**src/rtl/booth_wallace_mul_pipe_if.sv**
```systemverilog
// Operand/result handshake bundle for booth_wallace_mul_pipe.
// slave = multiplier side, master = issuing stage / consumer side.
interface booth_wallace_mul_pipe_if #(
   parameter int unsigned WIDTH = 32,
   parameter int unsigned TAG_W = 4
) ();
   logic                 in_valid;
   logic                 in_ready;
   logic [WIDTH-1:0]     a;
   logic [WIDTH-1:0]     b;
   logic                 a_signed;
   logic                 b_signed;
   logic [TAG_W-1:0]     in_tag;
   logic                 out_valid;
   logic                 out_ready;
   logic [2*WIDTH-1:0]   p;
   logic [TAG_W-1:0]     out_tag;

   modport slave (
      input  in_valid, a, b, a_signed, b_signed, in_tag, out_ready,
      output in_ready, out_valid, p, out_tag
   );

   modport master (
      output in_valid, a, b, a_signed, b_signed, in_tag, out_ready,
      input  in_ready, out_valid, p, out_tag
   );
endinterface

```
**src/rtl/booth_wallace_mul_pipe.sv**
```systemverilog
// Four-stage radix-4 Booth / Wallace-tree multiplier with valid/ready, tag and flush.
// Optional MUL_OPCNT_EN adds a 32-bit count of delivered results (op_count).
module booth_wallace_mul_pipe #(
   parameter int unsigned WIDTH = 32,
   parameter int unsigned TAG_W = 4
) (
   input  logic clk,
   input  logic rst,
   input  logic flush,
`ifdef MUL_OPCNT_EN
   output logic [31:0] op_count,
`endif
   booth_wallace_mul_pipe_if.slave bus
);
   localparam int unsigned EW  = WIDTH + 2;
   localparam int unsigned PW  = 2 * WIDTH;
   localparam int unsigned NPP = EW / 2;

   logic              s1_valid_q, s2_valid_q, s3_valid_q, out_valid_q;
   logic [TAG_W-1:0]  s1_tag_q, s2_tag_q, s3_tag_q, out_tag_q;
   logic [EW-1:0]     a_ext_d, b_ext_d, s1_a_q, s1_b_q;
   logic [PW-1:0]     pp_d [NPP];
   logic [PW-1:0]     pp_q [NPP];
   logic [PW-1:0]     sum_d, carry_d, sum_q, carry_q, p_q;
   logic              adv;
`ifdef MUL_OPCNT_EN
   logic [31:0]       op_count_q;
   assign op_count = op_count_q;
`endif

   // Whole pipe moves together; bubbles are held in place during a stall.
   assign adv           = !out_valid_q || bus.out_ready;
   assign bus.in_ready  = adv;
   assign bus.out_valid = out_valid_q;
   assign bus.p         = p_q;
   assign bus.out_tag   = out_tag_q;

   assign a_ext_d = {{2{bus.a_signed & bus.a[WIDTH-1]}}, bus.a};
   assign b_ext_d = {{2{bus.b_signed & bus.b[WIDTH-1]}}, bus.b};

   // Radix-4 Booth recoding of b; negation folded into each row as ~m + 1.
   always_comb begin : booth_pp
      logic [PW-1:0] a_sx;
      logic [PW-1:0] mag;
      logic [EW:0]   b_z;
      logic [2:0]    sel;
      logic          neg;
      a_sx = PW'($signed(s1_a_q));
      b_z  = {s1_b_q, 1'b0};
      mag  = '0;
      neg  = 1'b0;
      sel  = '0;
      for (int i = 0; i < int'(NPP); i++) begin
         sel = b_z[2*i +: 3];
         mag = '0;
         neg = 1'b0;
         case (sel)
            3'b001, 3'b010: mag = a_sx;
            3'b011:         mag = a_sx << 1;
            3'b100: begin   mag = a_sx << 1; neg = 1'b1; end
            3'b101, 3'b110: begin mag = a_sx; neg = 1'b1; end
            default:        mag = '0;
         endcase
         pp_d[i] = (neg ? (~mag + PW'(1)) : mag) << (2*i);
      end
   end

   // Wallace reduction: each level compresses groups of three rows into two.
   always_comb begin : csa_tree
      logic [PW-1:0] row [NPP];
      logic [PW-1:0] nxt [NPP];
      int            n;
      int            m;
      row = pp_q;
      n   = int'(NPP);
      m   = 0;
      for (int r = 0; r < int'(NPP); r++) nxt[r] = '0;
      for (int lvl = 0; lvl < int'(NPP); lvl++) begin
         if (n > 2) begin
            for (int r = 0; r < int'(NPP); r++) nxt[r] = '0;
            m = 0;
            for (int g = 0; g < int'(NPP) / 3; g++) begin
               if (3*g + 2 < n) begin
                  nxt[m]   = row[3*g] ^ row[3*g+1] ^ row[3*g+2];
                  nxt[m+1] = ((row[3*g] & row[3*g+1]) | (row[3*g] & row[3*g+2]) |
                              (row[3*g+1] & row[3*g+2])) << 1;
                  m = m + 2;
               end
            end
            for (int r = 0; r < int'(NPP); r++) begin
               if (r >= 3 * (n / 3) && r < n) begin
                  nxt[m] = row[r];
                  m = m + 1;
               end
            end
            row = nxt;
            n   = m;
         end
      end
      sum_d   = row[0];
      carry_d = row[1];
   end

   always_ff @(posedge clk) begin
      if (rst) begin
         s1_valid_q  <= 1'b0;
         s2_valid_q  <= 1'b0;
         s3_valid_q  <= 1'b0;
         out_valid_q <= 1'b0;
         p_q         <= '0;
         out_tag_q   <= '0;
`ifdef MUL_OPCNT_EN
         op_count_q  <= '0;
`endif
      end else begin
         if (adv) begin
            s1_a_q   <= a_ext_d;
            s1_b_q   <= b_ext_d;
            s1_tag_q <= bus.in_tag;
            pp_q     <= pp_d;
            s2_tag_q <= s1_tag_q;
            sum_q    <= sum_d;
            carry_q  <= carry_d;
            s3_tag_q <= s2_tag_q;
            // p holds its last value across no-op cycles.
            if (s3_valid_q) begin
               p_q       <= sum_q + carry_q;
               out_tag_q <= s3_tag_q;
            end
         end
         if (flush) begin
            s1_valid_q  <= 1'b0;
            s2_valid_q  <= 1'b0;
            s3_valid_q  <= 1'b0;
            out_valid_q <= 1'b0;
         end else if (adv) begin
            s1_valid_q  <= bus.in_valid;
            s2_valid_q  <= s1_valid_q;
            s3_valid_q  <= s2_valid_q;
            out_valid_q <= s3_valid_q;
         end
`ifdef MUL_OPCNT_EN
         if (out_valid_q && bus.out_ready) op_count_q <= op_count_q + 32'd1;
`endif
      end
   end
endmodule

```
**src/flat_wrapper.sv**
```systemverilog
// flat-port wrapper written by rule: the top's interface ports become plain ports
module booth_wallace_mul_pipe_flat 
#(
   parameter int unsigned WIDTH = 32,
   parameter int unsigned TAG_W = 4
)
  (clk, rst, flush, bus_in_valid, bus_a, bus_b, bus_a_signed, bus_b_signed, bus_in_tag, bus_out_ready, bus_in_ready, bus_out_valid, bus_p, bus_out_tag);
  booth_wallace_mul_pipe_if #(.WIDTH(WIDTH), .TAG_W(TAG_W)) bus_i ();
  input  logic clk;
  input  logic rst;
  input  logic flush;
  input wire logic [$bits(bus_i.in_valid)-1:0] bus_in_valid;
  input wire logic [$bits(bus_i.a)-1:0] bus_a;
  input wire logic [$bits(bus_i.b)-1:0] bus_b;
  input wire logic [$bits(bus_i.a_signed)-1:0] bus_a_signed;
  input wire logic [$bits(bus_i.b_signed)-1:0] bus_b_signed;
  input wire logic [$bits(bus_i.in_tag)-1:0] bus_in_tag;
  input wire logic [$bits(bus_i.out_ready)-1:0] bus_out_ready;
  output wire logic [$bits(bus_i.in_ready)-1:0] bus_in_ready;
  output wire logic [$bits(bus_i.out_valid)-1:0] bus_out_valid;
  output wire logic [$bits(bus_i.p)-1:0] bus_p;
  output wire logic [$bits(bus_i.out_tag)-1:0] bus_out_tag;
  assign bus_i.in_valid = bus_in_valid;
  assign bus_i.a = bus_a;
  assign bus_i.b = bus_b;
  assign bus_i.a_signed = bus_a_signed;
  assign bus_i.b_signed = bus_b_signed;
  assign bus_i.in_tag = bus_in_tag;
  assign bus_i.out_ready = bus_out_ready;
  assign bus_in_ready = bus_i.in_ready;
  assign bus_out_valid = bus_i.out_valid;
  assign bus_p = bus_i.p;
  assign bus_out_tag = bus_i.out_tag;
  booth_wallace_mul_pipe #(.WIDTH(WIDTH), .TAG_W(TAG_W)) u_core (.clk(clk), .rst(rst), .flush(flush), .bus(bus_i));
endmodule
```
**config.mk**
```make
export PLATFORM = sky130hd
export DESIGN_NAME = booth_wallace_mul_pipe_flat
export DESIGN_NICKNAME = d
export VERILOG_FILES = /design/src/rtl/booth_wallace_mul_pipe_if.sv /design/src/rtl/booth_wallace_mul_pipe.sv /design/src/flat_wrapper.sv
export SDC_FILE = /design/constraint.sdc
export NUM_CORES = 2
export LEC_CHECK = 0
export ABC_AREA = 1
export CAP_MARGIN = 0
export CELL_PAD_IN_SITES_DETAIL_PLACEMENT = 0
export CELL_PAD_IN_SITES_GLOBAL_PLACEMENT = 1
export CORE_ASPECT_RATIO = 1.4
export CORE_UTILIZATION = 43
export CTS_BUF_LIST = sky130_fd_sc_hd__clkbuf_4
export CTS_CLUSTER_SIZE = 12
export DETAILED_ROUTE_END_ITERATION = 6
export DONT_BUFFER_PORTS = 1
export HOLD_SLACK_MARGIN = 0.03
export MAX_ROUTING_LAYER = met4
export PLACE_DENSITY = 0.69
export SLEW_MARGIN = 10
export SYNTH_ARGS = -nofsm -noshare
export SYNTH_HDL_FRONTEND = slang
export SYNTH_SLANG_ARGS = --single-unit
```
**constraint.sdc**
```tcl
create_clock -name clk -period 135.6 [get_ports clk]
set_input_delay 27.12 -clock clk [delete_from_list [all_inputs] [get_ports clk]]
set_output_delay 27.12 -clock clk [all_outputs]
set_load 0.02 [all_outputs]
```
==> out/results.ini <==
[synth]
synth_seq_cells = 1086
synth_area_leaders = edfxtp_1 35%, fa_1 15%, nand2_1 13%
synth_top_cell_area_share_pct = 35.3
ys.flop_type = edfxtp_1
synth_edf_count = 1014
syn_area_um2 = 86300
yosysWarnings = 0
yosysSeqAreaShare_pct = 36.9
synthDistinctLibCells = 60
synth_top_area_cell = edfxtp_1
synth-async-reset-ratio_pct = 0
synth_area_per_cell_um2 = 8.08
synthCells = 10700
syn_nets = 11600

[worst_setup_path]
timing.critical_path.buf_inv = 1
cp.arrival_ps = 27910
cp-start-kind = input port
slowest_stage = nor2_1
r2r-end = u_core.s1_b_q[6]$_DFFE_PP_
critPathTopFamily = simple AND/OR/NAND/NOR gates
crit_chain = nor2_1 -> inv_1
reg2reg_from = u_core.bus.out_valid$_SDFFE_PP0N_
reg2reg_depth = 8
crit_type = input port to output port
endpoint_kind = output port
required_ps = 108480
cpPeakStageDelay_ps = 480
r2r_setup_slack_ps = 130360
path_max_fanout = 7

[pwr]
p_per_area_nw_per_um2 = 25.8
clkPwrFrac_pct = 13.0
p_seq_share_pct = 22.0
p_sw_share_pct = 51.1
power_frac_comb_pct = 65.0
p_leak_nw = 45.5
ir_worst_vdd_mv = 0.0382
switching_power_w = 0.00123
p_int_w = 0.00118

[timing]
maxSlewViolCount = 0
max_freq_ghz = 0.0182
post-route-min-period_ps = 55030
finalSetupTns_ps = 0
worst_slew_margin_rel_pct = 16.5
fin_skew_ps = 143
rsz0062_at_grt = no
setup_slack_ps = 80570
min_period_over_period_pct = 40.6
hold_viol_final = 0
tightest_slew_ps = 1250
setup_violations = 0

[clocking]
clockRootBuffer = clkbuf_4
htreeDepth = 5
cts_tree = yes
cts_buffers = 305
clock_latency_ps = 1280
cts_repair_resize_count = 0
hold_buffers = 0
postCtsSetupBuffers = 0
clockBufferDepth = 4
clk_pin_slew_ps = 70
cts.sinks = 1086

[floorplan]
die-area_um2 = 203000
start_util_pct = 43.3
coreArea_um2 = 200000
pin_count = 145
dieHeight_um = 532
die_w_um = 381
rows = 194

[flow_run]
drv_cap = 0

[worst_hold_path]
worstHoldEndpoint = u_core.sum_q[0]$_DFFE_PP_
min_from = u_core.pp_q[1024]$_DFFE_PP_
hp-class = flop to flop
min_delay_path_depth = 0

[detailed_routing]
vias = 73300
wl_per_cell_um = 27.9
drt_wl_total_um = 382000
antenna_left = 0
drtIter0Drc = 7771
drtPass1Iterations = 6
via_per_inst = 5.35
drc = 0

[placement]
place_hpwl_um = 300000
gp_congestion = 1.06
place_inst = 13200
portBuffers = 0
place_ws_ps = 80570

[outcome]
run_status = complete, no violations

[grt]
grt_pass1_wl_um = 533000
grt.total_usage_pct = 38.7
grt_pass1_vias = 73600
antenna_found_initial = 38
grt_max_degree = 169
overflow = 0

[layout]
drive_gt1_share_pct = 7.66
fin_nets = 11800
seq_area_um2 = 31900
fillers = 20200
multi_input_area_um2 = 44300
area_growth_syn_to_layout_pct = 7.90
finalNonFillerCells = 13700

==> placed cells by master (no fill, tap or decap), drive strengths merged, types with 32 or more instances in the layout <==
master  instances
nand2        2931
inv          2296
nor2         1236
edfxtp       1014
fa            667
nand3         460
o21ai         452
clkbuf        427
xor2          287
ha            209
a21boi        173
buf           161
o22ai          85
clkinv         85
a21oi          78
dfxtp          72
xnor2          69
nand4          64
a31oi          58
nand3b         51
nor3           37
diode          32
a22oi          32
==> Yosys cell counts (all sizes together) (146+ instances only) <==
| cell | n |
|---|---|
| edfxtp | 1014 |
| clkbuf | 188 |
| o21ai | 452 |
| inv | 2289 |
| nor2 | 1236 |
| a21boi | 173 |
| buf | 146 |
| nand3 | 460 |
| fa | 667 |
| ha | 209 |
| nand2 | 2931 |
| xor2 | 287 |
==> power by group through the flow <==
stage / Sequential (W) / Clock [W] / Combinational [W]
6_report: 0.000528 / 0.000313 / 0.00156
5_1_grt: 0.000532 / 0.000334 / 0.00168
4_1_cts: 0.000529 / 0.000320 / 0.00155
3_5_place_dp: 0.000536 / 0 / 0.00154
3_3_place_gp: 0.000534 / 0 / 0.00153
2_1_floorplan: 0.000544 / 0 / 0.000765
==> worst max path at each step <==
stage / slack (ps) / from / to / cells past startpoint
6_report: 80570 / bus_out_ready / bus_in_ready / 2
5_1_grt: 80510 / bus_out_ready / bus_in_ready / 2
4_1_cts: 80570 / bus_out_ready / bus_in_ready / 2
3_5_place_dp: 80570 / bus_out_ready / bus_in_ready / 2
3_3_place_gp: 80630 / bus_out_ready / bus_in_ready / 2
2_1_floorplan: 63700 / rst / u_core.carry_q[10]$_DFFE_PP_ / 3
==> routing by layer <==
metal	track usage (%)	wire, µm	vias to the layer above
met5	-	0	-
met2	61.6	179000	3519
met1	42.5	137000	35300
met4	32.3	38100	0
li1	-	-	33300
met3	6.53	27900	1188
==> metrics by stage <==
| step | instance area, µm² | total power, W | hold WS [ps] | util (%) |
|---|---|---|---|---|
| after global routing | 93100 | 0.00255 | 423 | 46.7 |
| after detailed placement | 89300 | 0.00208 | 405 | 44.8 |
| after floorplan | 86300 | 0.00131 | 400 | - |
| after global placement | 89300 | 0.00206 | 406 | 44.8 |
| final | 93100 | 0.00241 | 411 | 46.7 |
| after CTS | 93100 | 0.00240 | 414 | 46.6 |
==> sequential cells by signal (all words and copies together), names as in the netlist <==
register	flops
u_core.bus.out_valid	1
u_core.s1_valid_q	1
u_core.s1_a_q	33
u_core.s2_tag_q	4
u_core.sum_q	64
u_core.s3_valid_q	1
u_core.bus.p	64
u_core.s1_b_q	33
u_core.carry_q	56
u_core.pp_q	816
u_core.bus.out_tag	4
u_core.s2_valid_q	1
u_core.s3_tag_q	4
u_core.s1_tag_q	4
==> area by class of cell <==
| cell class | count | area share, % |
|---|---|---|
| Tap cell | 2646 | 3.55 |
| Clock buffer | 427 | 3.44 |
| Multi-Input combinational cell | 6971 | 47.5 |
| Timing Repair Buffer | 161 | 1.31 |
| Antenna cell | 32 | 0.0860 |
| Sequential cell | 1086 | 34.2 |
| Inverter | 2298 | 9.26 |
| Clock inverter | 92 | 0.590 |
==> logic make-up after synthesis <==
kind of cell,after synthesis,synth area share [%]
AOI/OAI and AO/OA,927,6.54
xor gates and xnor gates,356,3.61
adders and majority gates,876,18.5
buffers and inverters,2632,11.9
DFF,1086,36.9
and+or+nand+nor,4812,22.5
Note: power is estimated with default switching activity, not from simulation.
